<file path="src/rtl/tinyalu_req_arbiter.sv">
// Round-robin front end that lets two requesters share one tinyalu datapath.
// Define TINYALU_ARB_TIMEOUT_EN to abort an ISSUE that outlasts TIMEOUT_CYCLES.
module tinyalu_req_arbiter #(
    parameter int CNT_W          = 16,
    parameter int TIMEOUT_CYCLES = 16
) (
    input  logic             clk,
    input  logic             reset,
    input  logic [1:0]       req_valid,
    output logic [1:0]       req_ready,
    input  logic [5:0]       req_op,
    input  logic [15:0]      req_a,
    input  logic [15:0]      req_b,
    output logic [1:0]       rsp_valid,
    input  logic [1:0]       rsp_ready,
    output logic [15:0]      rsp_result,
    output logic             rsp_err,
    output logic [7:0]       alu_a,
    output logic [7:0]       alu_b,
    output logic [2:0]       alu_op,
    output logic             alu_start,
    input  logic             alu_done,
    input  logic [15:0]      alu_result,
    output logic             busy,
    output logic [CNT_W-1:0] op_count
);

    typedef enum logic [1:0] {
        IDLE  = 2'd0,
        ISSUE = 2'd1,
        RESP  = 2'd2
    } state_t;

    state_t           state_q;
    logic             rr_ptr_q;
    logic             gnt_q;
    logic [7:0]       alu_a_q;
    logic [7:0]       alu_b_q;
    logic [2:0]       alu_op_q;
    logic             alu_start_q;
    logic [1:0]       rsp_valid_q;
    logic [15:0]      rsp_result_q;
    logic             rsp_err_q;
    logic [CNT_W-1:0] op_count_q;

`ifdef TINYALU_ARB_TIMEOUT_EN
    localparam int TMR_W = $clog2(TIMEOUT_CYCLES + 1);
    logic [TMR_W-1:0] timer_q;
`endif

    logic       accept_d;
    logic       gnt_d;
    logic [2:0] op_d;
    logic [7:0] a_d;
    logic [7:0] b_d;

    function automatic logic op_legal(input logic [2:0] op);
        return (op >= 3'd1) && (op <= 3'd4);
    endfunction

    // Grant is decided combinationally so req_ready is visible in the accept cycle.
    always_comb begin
        accept_d  = (state_q == IDLE) && (req_valid != 2'b00);
        gnt_d     = (req_valid == 2'b11) ? rr_ptr_q : req_valid[1];
        op_d      = gnt_d ? req_op[5:3]  : req_op[2:0];
        a_d       = gnt_d ? req_a[15:8]  : req_a[7:0];
        b_d       = gnt_d ? req_b[15:8]  : req_b[7:0];
        req_ready = 2'b00;
        if (accept_d) begin
            req_ready[gnt_d] = 1'b1;
        end
    end

    always_ff @(posedge clk or posedge reset) begin
        if (reset) begin
            state_q      <= IDLE;
            rr_ptr_q     <= 1'b0;
            gnt_q        <= 1'b0;
            alu_a_q      <= 8'h00;
            alu_b_q      <= 8'h00;
            alu_op_q     <= 3'd0;
            alu_start_q  <= 1'b0;
            rsp_valid_q  <= 2'b00;
            rsp_result_q <= 16'h0000;
            rsp_err_q    <= 1'b0;
            op_count_q   <= '0;
`ifdef TINYALU_ARB_TIMEOUT_EN
            timer_q      <= '0;
`endif
        end else begin
            case (state_q)
                IDLE: begin
                    if (accept_d) begin
                        gnt_q    <= gnt_d;
                        rr_ptr_q <= ~gnt_d;
                        if (op_legal(op_d)) begin
                            alu_a_q     <= a_d;
                            alu_b_q     <= b_d;
                            alu_op_q    <= op_d;
                            alu_start_q <= 1'b1;
                            state_q     <= ISSUE;
`ifdef TINYALU_ARB_TIMEOUT_EN
                            timer_q     <= TMR_W'(TIMEOUT_CYCLES);
`endif
                        end else begin
                            rsp_result_q <= 16'h0000;
                            rsp_err_q    <= 1'b1;
                            rsp_valid_q  <= gnt_d ? 2'b10 : 2'b01;
                            state_q      <= RESP;
                        end
                    end
                end
                ISSUE: begin
                    // A done arriving together with timer expiry still completes normally.
                    if (alu_done) begin
                        alu_start_q  <= 1'b0;
                        rsp_result_q <= alu_result;
                        rsp_err_q    <= 1'b0;
                        op_count_q   <= op_count_q + CNT_W'(1);
                        rsp_valid_q  <= gnt_q ? 2'b10 : 2'b01;
                        state_q      <= RESP;
                    end
`ifdef TINYALU_ARB_TIMEOUT_EN
                    else if (timer_q <= TMR_W'(1)) begin
                        alu_start_q  <= 1'b0;
                        rsp_result_q <= 16'h0000;
                        rsp_err_q    <= 1'b1;
                        rsp_valid_q  <= gnt_q ? 2'b10 : 2'b01;
                        state_q      <= RESP;
                    end else begin
                        timer_q <= timer_q - TMR_W'(1);
                    end
`endif
                end
                RESP: begin
                    if (rsp_ready[gnt_q]) begin
                        rsp_valid_q <= 2'b00;
                        state_q     <= IDLE;
                    end
                end
                default: state_q <= IDLE;
            endcase
        end
    end

    assign alu_a      = alu_a_q;
    assign alu_b      = alu_b_q;
    assign alu_op     = alu_op_q;
    assign alu_start  = alu_start_q;
    assign rsp_valid  = rsp_valid_q;
    assign rsp_result = rsp_result_q;
    assign rsp_err    = rsp_err_q;
    assign op_count   = op_count_q;
    assign busy       = (state_q != IDLE);

endmodule

</file>
<file path="config.mk">
export PLATFORM = sky130hd
export DESIGN_NAME = tinyalu_req_arbiter
export DESIGN_NICKNAME = d
export VERILOG_FILES = /design/src/rtl/tinyalu_req_arbiter.sv
export SDC_FILE = /design/constraint.sdc
export NUM_CORES = 1
export LEC_CHECK = 0
export CAP_MARGIN = 20
export CORE_ASPECT_RATIO = 0.7
export CORE_MARGIN = 3
export CORE_UTILIZATION = 47
export CTS_CLUSTER_SIZE = 40
export DETAILED_ROUTE_END_ITERATION = 6
export HOLD_SLACK_MARGIN = 0.03
export MAX_ROUTING_LAYER = met4
export PLACE_DENSITY = 0.86
export SLEW_MARGIN = 40
export SYNTH_ARGS = -nofsm -noshare
export SYNTH_HDL_FRONTEND = slang
export SYNTH_SLANG_ARGS = --single-unit
</file>
<file path="constraint.sdc">
create_clock -name clk -period 5.9 [get_ports clk]
set_input_delay 1.18 -clock clk [delete_from_list [all_inputs] [get_ports clk]]
set_output_delay 1.18 -clock clk [all_outputs]
set_load 0.02 [all_outputs]
</file>
## Word-level counts from Yosys, hierarchy flattened

Index checks and enable logic that the tools add are counted.

| cells by class | value |
|---|---|
| add/sub/neg operators | 1 |
| order comparisons | 5 |
| eq/ne operators | 8 |
| mux-type cells | 31 |
| bitwise gates (word level) | 1 |
| reduce and logical (&&, ||, !) cells | 15 |

Operators by type and width:

| kind | count |
|---|---|
| 16-bit two-way mux | 3 |
| 16-bit one-hot mux with 2 select lines | 1 |
| 2-bit two-way mux | 10 |
| 16-bit by 1-bit adder with 16-bit output, second input constant | 1 |
| 8-bit two-way mux | 2 |
| 2-bit one-hot mux with 3 select lines | 2 |
| 1-bit two-way mux | 9 |
| 2-bit != test, second input constant | 4 |
| 4-bit AND reduction | 2 |
| 3-bit AND reduction | 2 |
| 2-bit nonzero test | 3 |
| 5-bit AND reduction | 1 |
| 2-bit equality test, second input constant | 2 |
| 1-bit by 2-bit < comparator with 1-bit output, second input constant | 2 |
| 1-bit one-hot mux with 2 select lines | 2 |
| 2-bit AND reduction | 2 |
| 3-bit by 1-bit greater-or-equal comparator with 1-bit output, second input constant | 1 |
| 3-bit <= comparator, second input constant | 1 |
| 1-bit logical AND | 3 |
| 3-bit two-way mux | 1 |
| 3-bit nonzero test | 1 |
| 2-bit by 1-bit equality test with 1-bit output, second input constant | 1 |
| 2-bit logical NOT | 1 |
| 2-bit by 1-bit != test with 1-bit output, second input constant | 1 |
| other kinds (3) | 3 |

| word-level totals | value |
|---|---|
| bits in registers | 59 |

## Logic depth before layout (Yosys ltp)

Gate-level depths: netlist of the first run.

| depth | value |
|---|---|
| depth in word-level cells | 8 |
| gate-level depth with buffers | 9 |
| mapped depth without buffers | 6 |

## Worst setup path before layout of the first run

No wires, ideal clock.

| path | value |
|---|---|
| path type | input port to output port |
| from | input req_valid[0] |
| to | output req_ready[0] |
| data arrival time | 1.915 ns |
| data required time | 4.720 ns |
| slack | 2.805 ns |
| stages on the path | 2 |
| path through | inv_1 a211oi_1 |

| on the way | value |
|---|---|
| cells in the longest elaborated chain, start to end | 7 |

Ends and longest elaborated chain:

| element | line | RTL |
|---|---|---|
| start, declared | 9 | `input logic [1:0] req_valid,` |
| 2-bit equality test | 64 | `gnt_d = (req_valid == 2'b11) ? rr_ptr_q : req_valid[1];` |
| 1-bit two-way mux | 64 |  |
| 1-bit by 2-bit < comparator with 1-bit output (implied by the code) or 1-bit greater-or-equal comparator (tied branches) | 70 | `req_ready[gnt_d] = 1'b1;` |
| 1-bit logical AND (implied by the code) | 70 |  |
| 1-bit two-way mux (implied by the code) | 70 |  |
| 1-bit demux with 1-bit select | 70 |  |
| 2-bit two-way mux (*) | 69 | `if (accept_d) begin` |
| end, declared | 10 | `output logic [1:0] req_ready,` |

Mark *: on every way between the ends. The rest lies on a longest branch, timed or not.

## Worst setup path after layout of the first run

| path | value |
|---|---|
| from | input req_valid[1] |
| to | output req_ready[1] |

Same word-level chain as after synthesis.

==> out/results.tsv, run 1 <==
stage	metric	value	unit
run_status	status	completed	
timing	Hold Slack	0.462	ns
min_path	Hold Path Class	flop to flop	
timing	clk_skew	0.00982	ns
power_and_ir_drop	Sw Share	0.366	
min_path	hold-critical path endpoint	op_count[15]	
cts	H-tree lvl count	3	
critical_path	Crit path required time	4.72	ns
critical_path	CP Capture Type	output pin	
cts	Post-CTS Setup Inserts	0	
power_and_ir_drop	Pwr Density	490	nW/um2
drt	via count	2264	
timing	max-slew violations	0	
critical_path	CP max stage delay	0.63	ns
timing	Rel. slew slack	0.506	
place	pre-CTS setup slack	1.58	ns
layout	Filler Cell Count	413	
global_route	gr usage total	0.214	
timing	final setup violation count	0	
synth	Synth Cell Area	2990	um2
critical_path	CP dominant cell by count	clkdlybuf4s50_1	
synth	synth warn	0	
power_and_ir_drop	Psw	794	uW
critical_path	Cell Chain, Critical Path	clkdlybuf4s50_1 -> clkinv_1 -> or3_1 -> inv_1 -> clkdlybuf4s50_1	
place	RD Place Congestion	0.769	
power_and_ir_drop	P_int	1380	uW
layout	share of cells above drive strength 1	0.168	
timing	final worst path period share	0.736	
cts	CTS Sinks	59	
timing	RSZ-0062 raised after global routing	false	
synth	post-synthesis cell type count	39	
synth	Syn Nets	318	
layout	Area Growth Syn to Fin	48.5	%
layout	fin nets	441	
synth	Synth Register Bits	59	
drt	per-cell routed wire length	15.7	um
layout	n_diodes	0	
critical_path	CP arrival	3.16	ns
cts	total CTS buffers	9	
power_and_ir_drop	sequential share of power	0.308	
drt	DRT Pass-1 Iters	4	
drt	DRT iter0 DRCs	61	
drt	remaining antenna violation count	0	
timing	Peak Freq	230	MHz
global_route	first-pass GRT wire length	11.8	mm
synth	sequential element share of the synthesized area	0.495	
cts	worst skew pair latency	0.34	ns
floorplanning	Die Height	72.7	um
critical_path	kind of critical path	input port to output pin	
synth	Avg Inst Size Synth	11.8	um2
critical_path	Worst R2R Path Depth	6	
cts	CTS tree	built	
cts	post-cts sizing count	0	
cts	CTS Buffer Depth	2	
critical_path	Worst R2R Start	state_q[1]	
global_route	vias in the first global route	2403	
power_and_ir_drop	clock network fraction of total power	0.191	
power_and_ir_drop	Power, Total	2170	uW
floorplanning	Core Area	5930	um2
cts	clk slew on worst S/H paths	0.06	ns
critical_path	Worst path slowest cell	clkdlybuf4s50_1	
timing	setup slack after layout	1.56	ns
layout	Final Core Density	0.748	
critical_path	crit-path leading delay family	buffers and inverters	
global_route	grt total ovfl	0	
power_and_ir_drop	peak supply drop	272	uV
cts	clock root buffer	clkbuf_8	
critical_path	worst-path maximum fanout	7	
floorplanning	I/O Pins	119	
critical_path	register-to-register setup slack	3.26	ns
min_path	hold path depth	1	
timing	fin crit period	4.34	ns
floorplanning	Starting Density	0.504	
power_and_ir_drop	leak pwr	0.00192	uW
critical_path	worst reg2reg path endpoint	op_count[15]	
drt	Routed WL	7.13	mm
drt	DRC Markers	0	
place	port bufs	118	
critical_path	Crit path buffers/inverters	4	
global_route	initial antenna violation count	0	
synth	Syn Inst Count	252	
timing	Tightest Pin Transition	0.741	ns
min_path	hold path startpoint	op_count[15]	
floorplanning	die area	7360	um2
run	MaxCap Viol Count	0	
critical_path	crit path launch type	input port	
cts	Hold-fix buffers, CTS	0	
floorplanning	row count	23	
timing	final hold violation count	0	
global_route	pin count of the biggest net entering global routing	60	
place	post-detail-place hpwl	5.40	mm
floorplanning	die span in x	101	um
drt	vias per cell	4.98	
power_and_ir_drop	Comb power frac	0.501	
timing	Final TNS setup	0	ns
[cells in the mapped netlist]
cell type	n	area (um2)
inv_1	26	97.6
o221ai_1	1	8.76
mux2_1	5	56.3
nor2b_1	2	12.5
dfrtp_1	59	1480
nand2_1	22	82.6
buf_2	2	10.0
and4_1	1	8.76
o2111ai_1	2	17.5
inv_2	1	3.75
a31oi_1	2	12.5
or3_1	2	12.5
nand3_1	8	40.0
and2_1	1	6.26
o21ai_0	4	20.0
ha_1	5	62.6
mux2i_1	19	190
mux2_2	27	304
clkinv_1	1	3.75
a21oi_1	2	10.0
xor2_1	6	52.6
nor4_2	1	12.5
buf_12	3	60.1
mux2_4	10	150
a211oi_2	1	12.5
nor3_1	1	5.00
a211oi_1	2	15.0
nor3b_1	1	7.51
xnor2_1	11	96.3
buf_4	1	7.51
or2_2	1	6.26
nand4_1	2	12.5
o211ai_1	2	15.0
clkbuf_1	4	15.0
a2bb2o_4	1	20.0
or4_1	1	7.51
o22a_1	1	8.76
o21a_1	1	7.51
nor2_1	10	37.5
[state kept, by name, indices dropped and copies added (netlist names), 2 cells and up]
signal,flops
alu_a,8
alu_b,8
alu_op,3
op_count,16
rsp_result,16
rsp_valid,2
state_q,2
[kinds of logic (layout without fill, tap and decap cells)]
group | count (synthesis) | after routing | synth area share
multiplexers | 61 | 61 | 0.235
AO/OA/AOI/OAI | 19 | 19 | 0.0495
XOR/XNOR | 17 | 17 | 0.0499
buffers and inverters | 38 | 166 | 0.0662
AND/OR/NAND/NOR | 53 | 53 | 0.0842
flip-flops | 59 | 59 | 0.495
adder cells (fa/ha/maj) | 5 | 5 | 0.0210
[how the worst max path moves through the flow]
stage	start	end	slack, ns	cells after the start
finish	req_valid[1]	req_ready[1]	1.56	5
global route	req_valid[1]	req_ready[1]	1.47	5
CTS	req_valid[1]	req_ready[1]	1.56	5
detailed placement	req_valid[1]	req_ready[1]	1.58	5
global placement	req_valid[1]	req_ready[1]	1.68	5
floorplan	req_valid[0]	req_ready[0]	2.80	2
[cell usage in the layout, fill, tap and decap left out, types with 2 or more instances in the layout]
| cell | n |
|---|---|
| clkinvlp_4 | 2 |
| clkdlybuf4s50_1 | 118 |
| mux2_4 | 10 |
| nand2_1 | 22 |
| dfrtp_1 | 59 |
| o2111ai_1 | 2 |
| o21ai_0 | 3 |
| a31oi_1 | 2 |
| xor2_1 | 6 |
| ha_1 | 5 |
| nor2_1 | 10 |
| a21oi_1 | 2 |
| or3_1 | 2 |
| a211oi_1 | 2 |
| mux2_2 | 27 |
| o211ai_1 | 2 |
| clkbuf_8 | 10 |
| bufinv_16 | 2 |
| nand3_1 | 8 |
| nor2b_1 | 2 |
| xnor2_1 | 11 |
| inv_1 | 25 |
| mux2_1 | 5 |
| buf_4 | 3 |
| mux2i_1 | 19 |
| inv_2 | 2 |
| nand4_1 | 2 |
[power by group through the flow]
stage               Combinational, uW  Clock, uW  Sequential, uW
floorplan                         507          0             836
global placement                 1070          0             664
detailed placement               1090          0             674
CTS                              1100        422             671
global route                     1170        445             692
finish                           1090        414             669
[per-stage QoR]
stage          std cells  cell area (um2)
2_1_floorplan        252             2990
3_3_place_gp         437             4190
3_5_place_dp         439             4210
4_1_cts              455             4430
5_1_grt              455             4430
6_report             455             4430
[final cells by class]
class / instances / area (um2) / area share
inverters: 28 / 105 / 0.0237
flip-flops and latches: 59 / 1480 / 0.333
repair buffers: 122 / 1210 / 0.273
well taps: 75 / 93.8 / 0.0212
clock buffers: 10 / 138 / 0.0310
multi-input cells: 155 / 1320 / 0.298
clock inverters: 6 / 88.8 / 0.0200
[worst register-to-register path, stage by stage, from the launching register on]
cell and delay, ns:
dfrtp_1 0.42, inv_1 0.09, ha_1 0.61, nand2_1 0.28, or4_1 0.70, nor4_2 0.31, xor2_1 0.16
[routing by layer]
metal,track usage,vias to the layer above,share of wire,wire (um)
li1,-,1095,-,-
met1,0.277,1083,0.45,3190
met2,0.328,76,0.48,3400
met3,0.0640,10,0.064,454
met4,0.0619,0,0.012,87
met5,-,-,0,0
(Power assumes the default switching activity.)
==> inputs of run 2 (changes only) <==
--- a/config.mk
+++ b/config.mk
@@ -8,12 +8,12 @@
 export CAP_MARGIN = 20
 export CORE_ASPECT_RATIO = 0.7
 export CORE_MARGIN = 3
-export CORE_UTILIZATION = 47
+export CORE_UTILIZATION = 39
 export CTS_CLUSTER_SIZE = 40
 export DETAILED_ROUTE_END_ITERATION = 6
 export HOLD_SLACK_MARGIN = 0.03
 export MAX_ROUTING_LAYER = met4
-export PLACE_DENSITY = 0.86
+export PLACE_DENSITY = 0.76
 export SLEW_MARGIN = 40
 export SYNTH_ARGS = -nofsm -noshare
 export SYNTH_HDL_FRONTEND = slang
==> constraint.sdc (replaced) <==
create_clock -name clk -period 3.9 [get_ports clk]
set_input_delay 0.78 -clock clk [delete_from_list [all_inputs] [get_ports clk]]
set_output_delay 0.78 -clock clk [all_outputs]
set_load 0.02 [all_outputs]
==> run 2 against run 1 <==
  * Non-clock buffer count down 1
  * First-iteration DRC count rose by 33%
  * Die area rose by 19%
  * Sequential power rose by 51%
  * Sequential cell count is the same
  * Routed wire length increased by 0.31%
  * Worst setup slack got worse by 1.2 ns
  * Highest routed layer unchanged
==> out/results.tsv, run 2 (synthesis results as in run 1) <==
stage	metric	value	unit	change
drt	remaining antenna violation count	0		unchanged
cts	post-cts sizing count	0		unchanged
timing	final worst path period share	0.897		
critical_path	crit path launch type	input port		
layout	Filler Cell Count	644		+56%
cts	total CTS buffers	9		unchanged
layout	fin nets	440		-0.23%
run	MaxCap Viol Count	0		unchanged
floorplanning	Core Area	7350	um2	+24%
critical_path	CP dominant cell by count	clkdlybuf4s50_1		
floorplanning	Starting Density	0.406		-0.0975
critical_path	Crit path required time	3.12	ns	-1.60 ns
critical_path	worst-path maximum fanout	7		unchanged
run_status	status	completed		
global_route	vias in the first global route	2340		-2.6%
timing	clk_skew	0.00825	ns	-0.00157 ns
drt	Routed WL	7.16	mm	+0.31%
floorplanning	I/O Pins	119		unchanged
min_path	Hold Path Class	flop to flop		
floorplanning	Die Height	79.2	um	+9.0%
power_and_ir_drop	leak pwr	0.00191	uW	-0.71%
floorplanning	die span in x	111	um	+9.2%
layout	commonest non-fill, non-tap cells in the layout	clkdlybuf4s50_1 (118), dfrtp_1 (59), mux2_2 (27), inv_1 (25), nand2_1 (22)		
drt	per-cell routed wire length	15.0	um	-4.3%
drt	DRC Markers	0		unchanged
timing	max-slew violations	0		unchanged
drt	DRT Pass-1 Iters	4		unchanged
cts	H-tree lvl count	3		unchanged
global_route	gr usage total	0.177		-0.0372
power_and_ir_drop	Pwr Density	723	nW/um2	+48%
floorplanning	row count	26		+13%
drt	DRT iter0 DRCs	81		+33%
cts	clk slew on worst S/H paths	0.07	ns	about the same
layout	cell area after layout	4420	um2	-0.37%
critical_path	register-to-register setup slack	1.25	ns	-2.01 ns
critical_path	CP Capture Type	output pin		
timing	fin crit period	3.50	ns	
cts	CTS Sinks	59		unchanged
power_and_ir_drop	peak supply drop	327	uV	+20%
layout	Area Growth Syn to Fin	47.9	%	
drt	via count	2271		+0.31%
place	RD Place Congestion	0.887		+15%
cts	CTS Buffer Depth	2		unchanged
layout	share of cells above drive strength 1	0.164		-0.00483
global_route	grt total ovfl	0		unchanged
place	port bufs	118		unchanged
layout	most common cell after layout, fill and taps aside	clkdlybuf4s50_1		
cts	Post-CTS Setup Inserts	0		unchanged
timing	final hold violation count	0		unchanged
global_route	pin count of the biggest net entering global routing	42		-30%
timing	Final TNS setup	0	ns	unchanged
place	Placed Area	4220	um2	+0.39%
timing	final setup violation count	0		unchanged
critical_path	CP arrival	2.72	ns	-0.44 ns
timing	RSZ-0062 raised after global routing	false		
timing	Peak Freq	286	MHz	
cts	clock root buffer	clkbuf_8		
global_route	first-pass GRT wire length	12.0	mm	+1.1%
floorplanning	die area	8760	um2	+19%
cts	CTS tree	built		
critical_path	CP max stage delay	0.62	ns	about the same
cts	worst skew pair latency	0.33	ns	about the same
critical_path	Worst path slowest cell	clkdlybuf4s50_1		
layout	n_diodes	0		unchanged
global_route	initial antenna violation count	0		unchanged
drt	vias per cell	4.76		-4.3%
layout	Multi-input gate area	1320	um2	-0.57%
timing	Hold Slack	0.468	ns	+0.00581 ns
place	post-detail-place hpwl	5.34	mm	-1.1%
power_and_ir_drop	Power, Total	3190	uW	+47%
timing	Tightest Pin Transition	0.725	ns	-0.0153 ns
critical_path	kind of critical path	input port to output pin		
cts	Hold-fix buffers, CTS	0		unchanged
timing	Rel. slew slack	0.516		+0.0102
layout	FF+latch area	1480	um2	unchanged
critical_path	Cell Chain, Critical Path	clkdlybuf4s50_1 -> clkinv_1 -> or3_1 -> inv_1 -> clkdlybuf4s50_1		
[run 2: where the power goes]
part	leakage (uW)	internal, uW	switching, uW
clock	0.0000991	309	240
sequential	0.000747	852	158
combinational	0.00106	841	791
total	0.00191	2000	1190
[run 2: cell type report]
cell class	instances	share of cell area
Multi-Input combinational cell	155	0.298
Clock buffer	11	0.0320
Inverter	28	0.0238
Sequential cell	59	0.334
Clock inverter	5	0.0119
Tap cell	98	0.0278
Timing Repair Buffer	121	0.273
[run 2: routing by layer]
layer	track usage	part of all wire	vias up	routed length (um)
li1	-	-	1095	-
met1	0.240	0.48	1092	3450
met2	0.257	0.45	75	3230
met3	0.0487	0.050	9	361
met4	0.0590	0.016	0	116
met5	-	0	-	0
[run 2: final timing paths]
kind	start	to	cells after the start
max	req_valid[1]	req_ready[1]	5
min	op_count[15]	op_count[15]	1
max reg2reg	state_q[1]	op_count[15]	6
min reg2reg	op_count[15]	op_count[15]	1
max in group asynchronous	reset	rsp_result[6]	3
min in group asynchronous	reset	op_count[15]	2
[run 2: worst max-delay path: cells and delay by family]
kind / cells / cell delay (ns)
and+or+nand+nor: 1 / 0.48
buffers and inverters: 4 / 1.45
[run 2: through the flow]
stage	util	instances	setup WS [ns]
after global routing	0.601	477	0.313
after global placement	0.574	461	0.476
after CTS	0.601	477	0.417
after floorplan	-	252	1.48
final	0.601	477	0.402
after detailed placement	0.574	461	0.414
==> inputs of run 3 (changes only) <==
--- a/config.mk
+++ b/config.mk
@@ -9,6 +9,7 @@
 export CORE_ASPECT_RATIO = 0.7
 export CORE_MARGIN = 3
 export CORE_UTILIZATION = 39
+export CTS_CLUSTER_DIAMETER = 50
 export CTS_CLUSTER_SIZE = 40
 export DETAILED_ROUTE_END_ITERATION = 6
 export HOLD_SLACK_MARGIN = 0.03
==> results of run 3 <==
Same layout as run 2: the final DEF is identical, and so are final timing and power.
